**config.mk**
```make
export PLATFORM = sky130hd
export DESIGN_NAME = column_scan_ctrl
export DESIGN_NICKNAME = d
export VERILOG_FILES = /design/src/rtl/column_pkg.sv /design/src/rtl/column_scan_ctrl.sv
export SDC_FILE = /design/constraint.sdc
export NUM_CORES = 1
export LEC_CHECK = 0
export CAP_MARGIN = 20
export CORE_ASPECT_RATIO = 1.5
export CORE_UTILIZATION = 49
export DETAILED_ROUTE_END_ITERATION = 8
export PLACE_DENSITY_LB_ADDON = 0.05
export SYNTH_ARGS = -nofsm -noshare
export SYNTH_HDL_FRONTEND = slang
export SYNTH_SLANG_ARGS = --single-unit
```
**constraint.sdc**
```tcl
create_clock -name CLK -period 1.4 [get_ports CLK]
set_input_delay 0.42 -clock CLK [delete_from_list [all_inputs] [get_ports CLK]]
set_output_delay 0.42 -clock CLK [all_outputs]
set_load 0.01 [all_outputs]
```
**src/rtl/column_pkg.sv**
```systemverilog
// Shared types and constants for the column readout controllers.
// Latency: n/a (package only).
// Backpressure: n/a (package only).
//
// Contents: scan FSM state encoding, mux geometry constants and the
// scan-length helper that turns an inclusive column range into a count.
package column_pkg;

   localparam int NUM_COLS = 16;
   localparam int COL_W    = 4;
   localparam int CNT_W    = 5;

   typedef enum logic [1:0] {
      IDLE = 2'd0,
      SCAN = 2'd1,
      HOLD = 2'd2
   } state_t;

   // Number of columns in an inclusive range, wrapping modulo NUM_COLS.
   // first == last+1 yields the full 16-column scan, hence the 5-bit result.
   function automatic logic [CNT_W-1:0] scan_len(input logic [COL_W-1:0] first,
                                                 input logic [COL_W-1:0] last);
      logic [COL_W-1:0] diff;
      diff = last - first;
      return {1'b0, diff} + CNT_W'(1);
   endfunction

endpackage

```
**src/rtl/column_scan_ctrl.sv**
```systemverilog
// Sequential readout controller: steps the 16:1 column mux over a range and assembles a 16-bit word.
// Latency: WORD_VALID rises n cycles after the START edge (n = columns in range, 1..16).
// Backpressure: WORD is held with WORD_VALID until ACK; START is ignored until then (no queuing).
//
// Ports:
//   CLK, RESET            clock and asynchronous active-high reset
//   START, FIRST_COL,     scan request and inclusive column range, sampled in IDLE
//   LAST_COL              or in HOLD together with ACK
//   MUX_BIT               bit returned by the mux for the driven COLUMN
//   COLUMN                column select to the mux (0 outside SCAN)
//   BUSY                  high in SCAN and HOLD
//   WORD, WORD_VALID, ACK assembled word and its valid/ack handshake
module column_scan_ctrl
   import column_pkg::*;
(
   input  logic                CLK,
   input  logic                RESET,
   input  logic                START,
   input  logic [COL_W-1:0]    FIRST_COL,
   input  logic [COL_W-1:0]    LAST_COL,
   input  logic                MUX_BIT,
   output logic [COL_W-1:0]    COLUMN,
   output logic                BUSY,
   output logic [NUM_COLS-1:0] WORD,
   output logic                WORD_VALID,
   input  logic                ACK
);

   state_t              state;
   state_t              state_nxt;
   logic                load;
   logic [COL_W-1:0]    ptr;
   logic [CNT_W-1:0]    cnt;
   logic [NUM_COLS-1:0] word;

   always_ff @(posedge CLK or posedge RESET) begin
      if (RESET) begin
         state <= IDLE;
      end else begin
         state <= state_nxt;
      end
   end

   // load marks the edge at which a new range is latched: from IDLE, or
   // straight out of HOLD when the consumer acks and re-requests together.
   always_comb begin
      state_nxt = state;
      load      = 1'b0;
      case (state)
         IDLE: begin
            if (START) begin
               load      = 1'b1;
               state_nxt = SCAN;
            end
         end
         SCAN: begin
            if (cnt == CNT_W'(1)) begin
               state_nxt = HOLD;
            end
         end
         HOLD: begin
            if (ACK) begin
               if (START) begin
                  load      = 1'b1;
                  state_nxt = SCAN;
               end else begin
                  state_nxt = IDLE;
               end
            end
         end
         default: begin
            state_nxt = IDLE;
         end
      endcase
   end

   always_ff @(posedge CLK or posedge RESET) begin
      if (RESET) begin
         ptr  <= '0;
         cnt  <= '0;
         word <= '0;
      end else if (load) begin
         ptr  <= FIRST_COL;
         cnt  <= scan_len(FIRST_COL, LAST_COL);
         word <= '0;
      end else if (state == SCAN) begin
         // OR-in the sampled bit; WORD was cleared on load so out-of-range
         // columns stay 0. The pointer wraps naturally at 4 bits.
         word <= word | (NUM_COLS'(MUX_BIT) << ptr);
         ptr  <= ptr + COL_W'(1);
         cnt  <= cnt - CNT_W'(1);
      end
   end

   assign COLUMN     = (state == SCAN) ? ptr : '0;
   assign BUSY       = (state != IDLE);
   assign WORD_VALID = (state == HOLD);
   assign WORD       = word;

endmodule

```
==> flow_results.xml, run 1 <==
<?xml version="1.0" encoding="UTF-8"?>
<metrics>
  <group name="run_status">
    <metric name="run_status" unit="">finished, violations left</metric>
    <metric name="failed_checks" unit="">negative setup slack</metric>
  </group>
  <group name="timing">
    <metric name="worst-slew-pin-transition" unit="ps">336.5</metric>
    <metric name="min_period" unit="ps">1842</metric>
    <metric name="min_period_over_period" unit="%">131.5</metric>
    <metric name="max_fclk" unit="GHz">0.5430</metric>
    <metric name="slew_headroom" unit="%">77.52</metric>
    <metric name="final_slew_viol_count" unit="">0</metric>
    <metric name="timing.final.hold_violations" unit="">0</metric>
    <metric name="fin_setup_tns" unit="ps">-4815</metric>
    <metric name="final.setup.worst_slack" unit="ps">-441.6</metric>
    <metric name="grt_setup_unrepaired" unit="">yes</metric>
    <metric name="setup_viol_count_final" unit="">30</metric>
    <metric name="fin_clk_skew" unit="ps">7.607</metric>
  </group>
  <group name="finish">
    <metric name="design.final.nets" unit="">244</metric>
    <metric name="insertedDiodeCount" unit="">0</metric>
    <metric name="area.growth.synth_to_final" unit="%">63.12</metric>
    <metric name="drive_above_1_share" unit="%">39.64</metric>
    <metric name="final.fill_count" unit="">141</metric>
  </group>
  <group name="routing">
    <metric name="detailroute.via_count" unit="">1461</metric>
    <metric name="vias_per_cell" unit="">5.641</metric>
    <metric name="antenna_left" unit="">0</metric>
    <metric name="routed_wl" unit="um">4652</metric>
    <metric name="drt_first_pass_iters" unit="">4</metric>
    <metric name="detail_route.drc_violations" unit="">0</metric>
    <metric name="drt-initial-drc-count" unit="">69</metric>
    <metric name="avgRoutedWirePerCell" unit="um">17.96</metric>
  </group>
  <group name="power">
    <metric name="swShare" unit="%">41.03</metric>
    <metric name="comb_power_share" unit="%">63.7</metric>
    <metric name="power.static_leakage" unit="uW">0.001170</metric>
    <metric name="clock_power_share" unit="%">9.0</metric>
    <metric name="irDropWorstVdd" unit="mV">1.376</metric>
    <metric name="power_switching" unit="uW">2030</metric>
    <metric name="p_seq_share" unit="%">27.3</metric>
    <metric name="power.density" unit="mW/mm^2">2099</metric>
    <metric name="power_report.internal_total" unit="uW">2918</metric>
  </group>
  <group name="setup_path">
    <metric name="slowest_delay" unit="ps">400</metric>
    <metric name="crit_type" unit="">reg -&gt; out</metric>
    <metric name="critical-path-top-cell-by-count" unit="">buf_6</metric>
    <metric name="timing.critical_path.from_type" unit="">flop</metric>
    <metric name="timing.critical_path.required" unit="ps">980</metric>
    <metric name="timing.critical_path.arrival" unit="ps">1420</metric>
    <metric name="crit_path_end_kind" unit="">output pin</metric>
    <metric name="crit_slowest_cell" unit="">dfrtp_1</metric>
    <metric name="critical-path-top-delay-family" unit="">flip-flops</metric>
    <metric name="critPathBufInv" unit="">3</metric>
    <metric name="critPathMaxFanout" unit="">2</metric>
    <metric name="path_cells" unit="">and2b_2, buf_6, buf_6, and2_4, buf_6</metric>
  </group>
  <group name="clock_tree">
    <metric name="numCtsBuffers" unit="">3</metric>
    <metric name="cts_tree" unit="">done</metric>
    <metric name="clock_insertion_delay_worst_skew" unit="ps">280</metric>
    <metric name="hold_buffers" unit="">0</metric>
    <metric name="cts_htree_levels" unit="">1</metric>
    <metric name="path_clk_slew" unit="ps">90</metric>
    <metric name="clock_path_buffers" unit="">2</metric>
    <metric name="tritoncts_num_sinks" unit="">27</metric>
    <metric name="clock-root-buffer" unit="">clkbuf_8</metric>
  </group>
  <group name="floorplan">
    <metric name="initial_utilization" unit="%">52.86</metric>
    <metric name="top_level_ports" unit="">35</metric>
    <metric name="core.rowCount" unit="">23</metric>
    <metric name="floorplan.die.height" unit="um">68.51</metric>
    <metric name="core-area" unit="sq mm">0.002734</metric>
    <metric name="die_area" unit="sq mm">0.003175</metric>
    <metric name="die_extent_in_x" unit="um">46.34</metric>
  </group>
  <group name="hold_path">
    <metric name="class_of_the_most_critical_hold_timing_path" unit="">in -&gt; reg</metric>
  </group>
  <group name="logic_synthesis">
    <metric name="unique_masters_post_synth" unit="">37</metric>
    <metric name="synth-seq-cells" unit="">27</metric>
    <metric name="synth.cell_area" unit="sq mm">0.001445</metric>
    <metric name="synth_area_per_cell" unit="sq um">9.570</metric>
    <metric name="postSynthCellCount" unit="">151</metric>
    <metric name="synthDominantCellAreaShare" unit="%">46.75</metric>
    <metric name="synth_top_cell_by_area" unit="">dfrtp_1</metric>
    <metric name="yosysWarnings" unit="">0</metric>
    <metric name="synth_fp_nets" unit="">172</metric>
    <metric name="netlist_top_cells_area" unit="">dfrtp_1 47%, ha_1 6.1%, nor2_1 6.0%</metric>
    <metric name="sequential_cell_area_fraction_in_the_yosys_report" unit="%">46.75</metric>
  </group>
  <group name="global_route">
    <metric name="gr-total-overflow" unit="">0</metric>
    <metric name="first_global_vias" unit="">1421</metric>
    <metric name="number_of_antenna_violations_at_the_first_check_in_global_routing" unit="">0</metric>
    <metric name="grt_start_max_net_pins" unit="">28</metric>
    <metric name="grt_resource_usage_total" unit="%">27.44</metric>
    <metric name="wire_length_of_the_first_global_routing_pass" unit="um">6154</metric>
  </group>
  <group name="placement">
    <metric name="portBuffers" unit="">34</metric>
    <metric name="dpl.hpwl" unit="um">2704</metric>
    <metric name="gpl.final_weighted_congestion" unit="">0.8432</metric>
    <metric name="pre_cts_slack" unit="ps">-1078</metric>
  </group>
  <group name="job">
    <metric name="maxCapViolations" unit="">0</metric>
  </group>
</metrics>
metal layers:
metal	global-route usage, %	vias up	routed length (um)
met4	14.71	0	263
met1	27.57	703	1521
li1	-	653	-
met2	50.69	77	2587
met3	4.948	28	279
met5	0	-	0
Yosys cell counts:
library cell  count
buf_1             1
buf_6             1
o31ai_1           1
a221o_1           2
o21bai_1          1
a22o_1            2
nor2b_1           2
nor4_1            1
o21ai_0           5
inv_1            11
a221oi_1          1
nand2b_1          3
nand3b_1          2
or3b_1            1
nor3_1            3
a21oi_1          15
and2_1            5
a221oi_2          1
and2b_1           1
and3_1            3
xnor3_1           1
a21o_2            1
o211ai_1          1
nand3_1           3
nor2_1           23
xor2_1            3
xnor2_1           4
ha_1              7
a41oi_1           1
fa_1              1
a31oi_2           1
and3b_1           1
nand2_1          10
buf_2             3
dfrtp_1          27
a22oi_1           1
inv_2             1
cells by family (layout without fill, tap and decap cells):
group | count (synthesis) | in the layout | synth area share (%)
AO/OA/AOI/OAI | 33 | 33 | 15.33
XOR/XNOR | 8 | 8 | 5.801
adder cells (fa/ha/maj) | 8 | 8 | 7.446
buffers and inverters | 17 | 87 | 5.194
flip-flops | 27 | 27 | 46.75
AND/OR/NAND/NOR | 58 | 59 | 19.48
state kept, by name (all words and copies together) (netlist names):
register and flops:
WORD 16, ptr 4, cnt 5, state 2
worst paths after layout:
kind,endpoint,slack [ps],depth (start not counted),from
max reg2reg,cnt[3]$_DFFE_PP0P_,-200,7,state[1]$_DFFE_PP0P_
min reg2reg,WORD[5]$_DFFE_PP0P_,500,2,WORD[5]$_DFFE_PP0P_
max,COLUMN[2],-440,5,state[1]$_DFFE_PP0P_
min in group asynchronous,WORD[4]$_DFFE_PP0P_,460,3,RESET
max in group asynchronous,ptr[1]$_DFFE_PP0P_,760,3,RESET
min,ptr[0]$_DFFE_PP0P_,360,3,FIRST_COL[0]
worst min-delay path, stage by stage:
cell	delay, ps
buf_6	80
nand2_2	50
o21ai_2	50
power groups by stage:
stage	registers [uW]	clock network, uW	logic [uW]
after floorplan	1470	0	1190
after global placement	1330	0	2400
after detailed placement	1340	0	2480
after CTS	1320	442	2630
after global routing	1380	480	3370
final	1350	447	3150
final cells by class:
type                            count  area (sq um)  area share [%]
Inverter                           12         60.06           2.548
Timing Repair Buffer               71         649.4           27.55
Sequential cell                    27         675.6           28.66
Tap cell                           37         46.29           1.964
Multi-Input combinational cell    108         880.8           37.37
Clock buffer                        4         45.04           1.911
per-stage QoR:
step | hold WS, ps | cells | util, % | cell area [sq um] | power (uW)
global route | 358.5 | 259 | 86.22 | 2357 | 5228
CTS | 436.7 | 253 | 80.09 | 2190 | 4393
floorplan | 472.7 | 151 | - | 1508 | 2666
detailed placement | 483.2 | 239 | 74.69 | 2042 | 3820
global placement | 481.2 | 239 | 74.69 | 2042 | 3736
finish | 356.5 | 259 | 86.22 | 2357 | 4949
timing repair:
item	4_1_cts	5_1_grt
hold endpoints to repair	0	0
setup endpoints to repair	45	33
resized for setup	80	39
setup buffers	9	10
cloned	1	0
pin swaps	12	18
cell usage in the layout (no fill, tap or decap), types with 3 or more instances in the layout:
master,instances
inv_1,6
nor2_2,3
dlygate4sd2_1,16
buf_2,3
nor2_1,20
and2_4,3
ha_1,4
and3_4,3
buf_4,24
buf_6,15
nand2_1,8
inv_2,4
ha_4,3
dfrtp_1,27
xnor2_1,3
clkbuf_8,3
clkdlybuf4s50_1,6
a21oi_1,14
Note: power is estimated with default switching activity, not from simulation.
==> run 2: changes to the inputs <==
- clock period: 1.4 -> 2 ns (I/O delays scaled with it)
==> run 2 against run 1 <==
  * The run now ends clean
  * Final area shrank 13%
  * Non-clock buffer count down 13
  * Hold slack better by 150 ps
  * Via count decreased by 11%
  * Largest cell class unchanged
  * Sequential share of layout area up 4.1 points
  * Die area did not move
  * Final cell count decreased by 5.4%
  * Power shrank 40%
  * Register-to-register slack better by 690 ps
  * Clock-buffer cell count unchanged
==> flow_results.xml, run 2 (synthesis results as in run 1) <==
<?xml version="1.0" encoding="UTF-8"?>
<metrics>
  <group name="run_status">
    <metric name="run_status" unit="">completed</metric>
  </group>
  <group name="setup_path">
    <metric name="timing.critical_path.from_type" unit="">input port</metric>
    <metric name="crit_path_end_kind" unit="">flop</metric>
    <metric name="path_cells" unit="">buf_6, inv_4, ha_4, inv_2, fa_2, buf_4, ha_1, a41oi_2, a221oi_1</metric>
    <metric name="crit_type" unit="">in -&gt; reg</metric>
    <metric name="slowest_delay" unit="ps">570</metric>
    <metric name="reg2regPathDepth" unit="">5</metric>
    <metric name="timing.critical_path.required" unit="ps">2170</metric>
    <metric name="critical-path-top-delay-family" unit="">adder cells</metric>
    <metric name="r2r-end" unit="">WORD[12]$_DFFE_PP0P_</metric>
    <metric name="critPathBufInv" unit="">4</metric>
    <metric name="rrSetupSlack" unit="ps">490</metric>
    <metric name="crit_slowest_cell" unit="">fa_2</metric>
    <metric name="timing.critical_path.arrival" unit="ps">2120</metric>
    <metric name="critPathMaxFanout" unit="">2</metric>
    <metric name="regToRegStartpoint" unit="">state[1]$_DFFE_PP0P_</metric>
  </group>
  <group name="hold_path">
    <metric name="hold_path.startpoint" unit="">WORD[8]$_DFFE_PP0P_</metric>
    <metric name="hold_path_depth" unit="">2</metric>
    <metric name="worstHoldEndpoint" unit="">WORD[8]$_DFFE_PP0P_</metric>
    <metric name="class_of_the_most_critical_hold_timing_path" unit="">reg -&gt; reg</metric>
  </group>
  <group name="finish">
    <metric name="largest_reg_flops" unit="">16</metric>
    <metric name="mostFrequentLayoutCells" unit="">27 x dfrtp_1, 24 x buf_4, 23 x nor2_1</metric>
    <metric name="design.final.nets" unit="">230</metric>
    <metric name="area.growth.synth_to_final" unit="%">42.60</metric>
    <metric name="drive_above_1_share" unit="%">22.12</metric>
    <metric name="leading_cell_type_in_the_layout_fill_and_taps_excluded" unit="">dfrtp_1</metric>
    <metric name="layout.cells.non_filler" unit="">245</metric>
    <metric name="insertedDiodeCount" unit="">0</metric>
  </group>
  <group name="routing">
    <metric name="drt_first_pass_iters" unit="">4</metric>
    <metric name="detail_route.drc_violations" unit="">0</metric>
    <metric name="vias_per_cell" unit="">5.290</metric>
    <metric name="routed_wl" unit="um">3589</metric>
    <metric name="drt-initial-drc-count" unit="">42</metric>
    <metric name="detailroute.via_count" unit="">1296</metric>
    <metric name="avgRoutedWirePerCell" unit="um">14.65</metric>
    <metric name="antenna_left" unit="">0</metric>
  </group>
  <group name="floorplan">
    <metric name="die_area" unit="sq mm">0.003175</metric>
    <metric name="core-area" unit="sq mm">0.002734</metric>
    <metric name="core.rowCount" unit="">23</metric>
    <metric name="die_extent_in_x" unit="um">46.34</metric>
    <metric name="top_level_ports" unit="">35</metric>
    <metric name="floorplan.die.height" unit="um">68.51</metric>
    <metric name="initial_utilization" unit="%">52.86</metric>
  </group>
  <group name="timing">
    <metric name="fin_setup_tns" unit="ps">0</metric>
    <metric name="max_fclk" unit="GHz">0.5124</metric>
    <metric name="setup_viol_count_final" unit="">0</metric>
    <metric name="fin_clk_skew" unit="ps">6.708</metric>
    <metric name="worst-slew-pin-transition" unit="ps">355.9</metric>
    <metric name="timing.final.hold_violations" unit="">0</metric>
    <metric name="min_period" unit="ps">1952</metric>
    <metric name="holdWs" unit="ps">504.9</metric>
    <metric name="final.setup.worst_slack" unit="ps">48.31</metric>
    <metric name="min_period_over_period" unit="%">97.58</metric>
    <metric name="final_slew_viol_count" unit="">0</metric>
    <metric name="slew_headroom" unit="%">76.23</metric>
  </group>
  <group name="power">
    <metric name="power.density" unit="mW/mm^2">1430</metric>
    <metric name="power.static_leakage" unit="uW">0.0009918</metric>
    <metric name="irDropWorstVdd" unit="mV">0.9351</metric>
  </group>
  <group name="global_route">
    <metric name="wire_length_of_the_first_global_routing_pass" unit="um">5961</metric>
    <metric name="number_of_antenna_violations_at_the_first_check_in_global_routing" unit="">0</metric>
    <metric name="gr-usage-met2" unit="%">47.40</metric>
    <metric name="gr-total-overflow" unit="">0</metric>
    <metric name="use_met3" unit="%">2.865</metric>
    <metric name="busiest_layer" unit="">met2</metric>
    <metric name="use_met1" unit="%">30.86</metric>
    <metric name="grt_start_max_net_pins" unit="">28</metric>
    <metric name="grt_resource_usage_total" unit="%">26.05</metric>
    <metric name="first_global_vias" unit="">1370</metric>
  </group>
  <group name="clock_tree">
    <metric name="clock_path_buffers" unit="">2</metric>
    <metric name="cts_tree" unit="">done</metric>
    <metric name="tritoncts_num_sinks" unit="">27</metric>
    <metric name="hold_buffers" unit="">0</metric>
    <metric name="path_clk_slew" unit="ps">90</metric>
    <metric name="clock_insertion_delay_worst_skew" unit="ps">270</metric>
    <metric name="clock-root-buffer" unit="">clkbuf_8</metric>
    <metric name="cts_htree_levels" unit="">1</metric>
    <metric name="numCtsBuffers" unit="">3</metric>
  </group>
  <group name="job">
    <metric name="maxCapViolations" unit="">0</metric>
  </group>
  <group name="placement">
    <metric name="pre_cts_slack" unit="ps">-545.5</metric>
    <metric name="gpl.final_weighted_congestion" unit="">0.8155</metric>
    <metric name="dp_cells" unit="">238</metric>
    <metric name="portBuffers" unit="">34</metric>
    <metric name="dpl.hpwl" unit="um">2690</metric>
  </group>
</metrics>
[run 2: worst reg2reg max path, cell delays in order (launching register included)]
cell      delay (ps)
dfrtp_1          390
buf_4            160
nand2b_1         120
and3_1           390
buf_4            270
nor2_1            70
[run 2: how the worst max path moves through the flow]
stage	startpoint	to	cells past startpoint
finish	LAST_COL[0]	cnt[4]$_DFFE_PP0P_	9
global route	LAST_COL[0]	cnt[3]$_DFFE_PP0P_	9
CTS	LAST_COL[0]	cnt[3]$_DFFE_PP0P_	8
detailed placement	FIRST_COL[0]	cnt[3]$_DFFE_PP0P_	7
global placement	LAST_COL[0]	cnt[1]$_DFFE_PP0P_	7
floorplan	LAST_COL[0]	cnt[3]$_DFFE_PP0P_	8
[run 2: cell type report]
type / instances / area [sq um]
fillers: 206 / 673.1
multi-input cells: 107 / 745.7
flip-flops and latches: 27 / 675.6
repair buffers: 58 / 500.5
clock buffers: 4 / 45.04
inverters: 12 / 47.55
well taps: 37 / 46.29
[run 2: what timing repair did]
| action | 4_1_cts | 5_1_grt |
|---|---|---|
| setup endpoints to repair | 10 | 3 |
| buffers inserted | 3 | 0 |
| pin swaps | 6 | 2 |
| gates resized for setup | 29 | 4 |
[run 2: report_power, final]
part	switching [uW]	leakage (uW)	internal (uW)
clock network	157	0.0000228	142
registers	179	0.000347	794
logic	803	0.000622	871
total	1140	0.000992	1810
[run 2: per-stage QoR]
stage	utilization, %	power (uW)	instance area (sq um)
final	75.38	2946	2061
after floorplan	-	1843	1455
after global routing	75.38	3168	2061
after detailed placement	72.04	2630	1969
after CTS	75.19	2953	2056
after global placement	72.04	2574	1969
[run 2: routing by layer]
layer	vias to the layer above	share of wire, %	wire [um]
li1	622	-	-
met1	643	39	1409
met2	25	57	2036
met3	6	2.6	93
met4	0	1.4	50
met5	-	0	0
==> run 3: changes to the inputs <==
- CORE_MARGIN: unset -> 2
==> run 3 against run 2 <==
  * Fmax is 0.49% lower
  * Wire length is 3.5% lower
  * Core utilization is 3.0 points lower
  * Hold slack worse by 5.5 ps
  * Clock-buffer cell count stayed put
  * Register-to-register slack hardly changed
  * Critical path depth is 2 higher
  * Final area is 0.24% higher
  * Critical path type unchanged
  * Critical endpoint unchanged
  * Largest cell class unchanged
  * Highest routed layer unchanged
==> flow_results.xml, run 3 (synthesis results as in run 1) <==
<?xml version="1.0" encoding="UTF-8"?>
<metrics>
  <group name="clock_tree">
    <metric name="clock-root-buffer" unit="">clkbuf_8</metric>
    <metric name="hold_buffers" unit="">0</metric>
    <metric name="path_clk_slew" unit="ps">90</metric>
    <metric name="clock_path_buffers" unit="">2</metric>
    <metric name="numCtsBuffers" unit="">3</metric>
    <metric name="clock_insertion_delay_worst_skew" unit="ps">260</metric>
    <metric name="tritoncts_num_sinks" unit="">27</metric>
    <metric name="cts_htree_levels" unit="">1</metric>
    <metric name="cts_tree" unit="">done</metric>
  </group>
  <group name="timing">
    <metric name="slew_headroom" unit="%">73.34</metric>
    <metric name="grt_setup_unrepaired" unit="">yes</metric>
    <metric name="max_fclk" unit="GHz">0.5099</metric>
    <metric name="fin_clk_skew" unit="ps">1.256</metric>
    <metric name="fin_setup_tns" unit="ps">0</metric>
    <metric name="min_period_over_period" unit="%">98.07</metric>
    <metric name="setup_viol_count_final" unit="">0</metric>
    <metric name="worst-slew-pin-transition" unit="ps">400.0</metric>
    <metric name="holdWs" unit="ps">499.4</metric>
    <metric name="timing.final.hold_violations" unit="">0</metric>
    <metric name="final_slew_viol_count" unit="">0</metric>
    <metric name="min_period" unit="ps">1961</metric>
  </group>
  <group name="setup_path">
    <metric name="crit_path_end_kind" unit="">flop</metric>
    <metric name="r2r-end" unit="">WORD[14]$_DFFE_PP0P_</metric>
    <metric name="crit_type" unit="">in -&gt; reg</metric>
    <metric name="path_cells" unit="">buf_6, inv_4, ha_4, inv_2, fa_2, xor2_2, buf_4, buf_4, buf_4, a41oi_1, a221oi_1</metric>
    <metric name="rrSetupSlack" unit="ps">490</metric>
    <metric name="timing.critical_path.from_type" unit="">input port</metric>
    <metric name="critPathBufInv" unit="">6</metric>
    <metric name="critPathMaxFanout" unit="">2</metric>
    <metric name="critical-path-top-delay-family" unit="">buffers and inverters</metric>
    <metric name="timing.critical_path.required" unit="ps">2150</metric>
    <metric name="critical-path-top-cell-by-count" unit="">buf_4</metric>
    <metric name="reg2regPathDepth" unit="">5</metric>
    <metric name="slowest_delay" unit="ps">350</metric>
    <metric name="crit_slowest_cell" unit="">fa_2</metric>
    <metric name="regToRegStartpoint" unit="">state[1]$_DFFE_PP0P_</metric>
    <metric name="timing.critical_path.arrival" unit="ps">2110</metric>
  </group>
  <group name="routing">
    <metric name="detail_route.drc_violations" unit="">0</metric>
    <metric name="detailroute.via_count" unit="">1272</metric>
    <metric name="drt-initial-drc-count" unit="">27</metric>
    <metric name="antenna_left" unit="">0</metric>
    <metric name="met1Wirelength" unit="um">1369</metric>
    <metric name="avgRoutedWirePerCell" unit="um">13.97</metric>
    <metric name="routed_wl" unit="um">3464</metric>
    <metric name="route.top_layer_used" unit="">met4</metric>
    <metric name="vias_per_cell" unit="">5.129</metric>
    <metric name="wire_length_on_met3" unit="um">70</metric>
    <metric name="detailroute.wirelength.met2" unit="um">1973</metric>
    <metric name="drt_first_pass_iters" unit="">4</metric>
  </group>
  <group name="floorplan">
    <metric name="top_level_ports" unit="">35</metric>
    <metric name="core.rowCount" unit="">24</metric>
    <metric name="floorplan.die.height" unit="um">70.51</metric>
    <metric name="core-area" unit="sq mm">0.002853</metric>
    <metric name="die_area" unit="sq mm">0.003408</metric>
    <metric name="initial_utilization" unit="%">50.66</metric>
    <metric name="die_extent_in_x" unit="um">48.34</metric>
  </group>
  <group name="placement">
    <metric name="gpl.final_weighted_congestion" unit="">0.8148</metric>
    <metric name="dpl.hpwl" unit="um">2660</metric>
    <metric name="portBuffers" unit="">34</metric>
  </group>
  <group name="finish">
    <metric name="mostFrequentLayoutCells" unit="">27 x dfrtp_1, 24 x buf_4, 23 x nor2_1</metric>
    <metric name="area.growth.synth_to_final" unit="%">42.94</metric>
    <metric name="final.fill_count" unit="">225</metric>
    <metric name="leading_cell_type_in_the_layout_fill_and_taps_excluded" unit="">dfrtp_1</metric>
    <metric name="design.final.nets" unit="">231</metric>
    <metric name="insertedDiodeCount" unit="">0</metric>
    <metric name="drive_above_1_share" unit="%">22.97</metric>
    <metric name="largest_reg_flops" unit="">16</metric>
  </group>
  <group name="hold_path">
    <metric name="hold_path.startpoint" unit="">WORD[9]$_DFFE_PP0P_</metric>
    <metric name="class_of_the_most_critical_hold_timing_path" unit="">reg -&gt; reg</metric>
    <metric name="hold_path_depth" unit="">2</metric>
    <metric name="worstHoldEndpoint" unit="">WORD[9]$_DFFE_PP0P_</metric>
  </group>
  <group name="run_status">
    <metric name="run_status" unit="">completed</metric>
  </group>
  <group name="global_route">
    <metric name="first_global_vias" unit="">1340</metric>
    <metric name="number_of_antenna_violations_at_the_first_check_in_global_routing" unit="">0</metric>
    <metric name="gr-total-overflow" unit="">0</metric>
    <metric name="grt_start_max_net_pins" unit="">28</metric>
    <metric name="grt_resource_usage_total" unit="%">22.07</metric>
    <metric name="wire_length_of_the_first_global_routing_pass" unit="um">5899</metric>
  </group>
  <group name="job">
    <metric name="maxCapViolations" unit="">0</metric>
  </group>
  <group name="power">
    <metric name="irDropWorstVdd" unit="mV">0.8722</metric>
    <metric name="power.density" unit="mW/mm^2">1416</metric>
    <metric name="power.static_leakage" unit="uW">0.0009952</metric>
    <metric name="total_power_consumption" unit="uW">2924</metric>
  </group>
</metrics>
## run 3: cell count changes in the layout (fill, tap and decap cells not counted), sizes merged
cell,delta
clkdlybuf4s15,+1
clkbuf,+1
buf,+2
dlygate4sd2,-3
## run 3: what timing repair did
action | CTS | global route
setup buffers | 3 | 1
cloned | 0 | 0
endpoints found under the setup margin | 10 | 2
gates resized for setup | 33 | 6
pin swaps | 6 | 4
## run 3: worst max-delay path by stage
stage                 start            endpoint  slack (ps)  depth (start not counted)
6_report        LAST_COL[0]  cnt[4]$_DFFE_PP0P_          40                         11
5_1_grt         LAST_COL[0]  cnt[2]$_DFFE_PP0P_         -30                         11
4_1_cts         LAST_COL[0]  cnt[3]$_DFFE_PP0P_        -100                          9
2_1_floorplan   LAST_COL[0]  cnt[3]$_DFFE_PP0P_         -30                          8
3_3_place_gp    LAST_COL[0]  cnt[1]$_DFFE_PP0P_        -520                          7
3_5_place_dp   FIRST_COL[0]  cnt[3]$_DFFE_PP0P_        -560                          8
## run 3: cell type report
cell class / instances / area, sq um / share of cell area (%)
Multi-Input combinational cell: 107 / 743.2 / 35.98
Sequential cell: 27 / 675.6 / 32.71
Timing Repair Buffer: 59 / 505.5 / 24.47
Tap cell: 39 / 48.80 / 2.362
Inverter: 12 / 47.55 / 2.302
Clock buffer: 4 / 45.04 / 2.180
## run 3: power by group
part | total, uW | switching (uW) | internal [uW]
logic | 1660 | 788 | 869
registers | 966 | 173 | 793
clock network | 301 | 159 | 142
## run 3: metal layers
layer  global-route usage (%)  vias to the layer above
li1                         -                      627
met1                    23.97                      619
met2                    43.98                       20
met3                    2.350                        6
met4                    6.667                        0
met5                        0                        -
## run 3: worst register-to-register path, stage by stage (launching register included)
cell and delay (ps):
dfrtp_1 380, buf_4 150, nand2b_1 100, and3_1 420
buf_4 280, nor2_1 80
## run 3: per-stage QoR
stage / instance area [sq um] / instances / setup WS, ps / utilization [%]
2_1_floorplan: 1455 / 151 / -32.76 / -
3_3_place_gp: 1972 / 240 / -523.7 / 69.12
3_5_place_dp: 1972 / 240 / -561.9 / 69.12
4_1_cts: 2056 / 247 / -98.12 / 72.06
5_1_grt: 2066 / 248 / -27.99 / 72.41
6_report: 2066 / 248 / 38.66 / 72.41
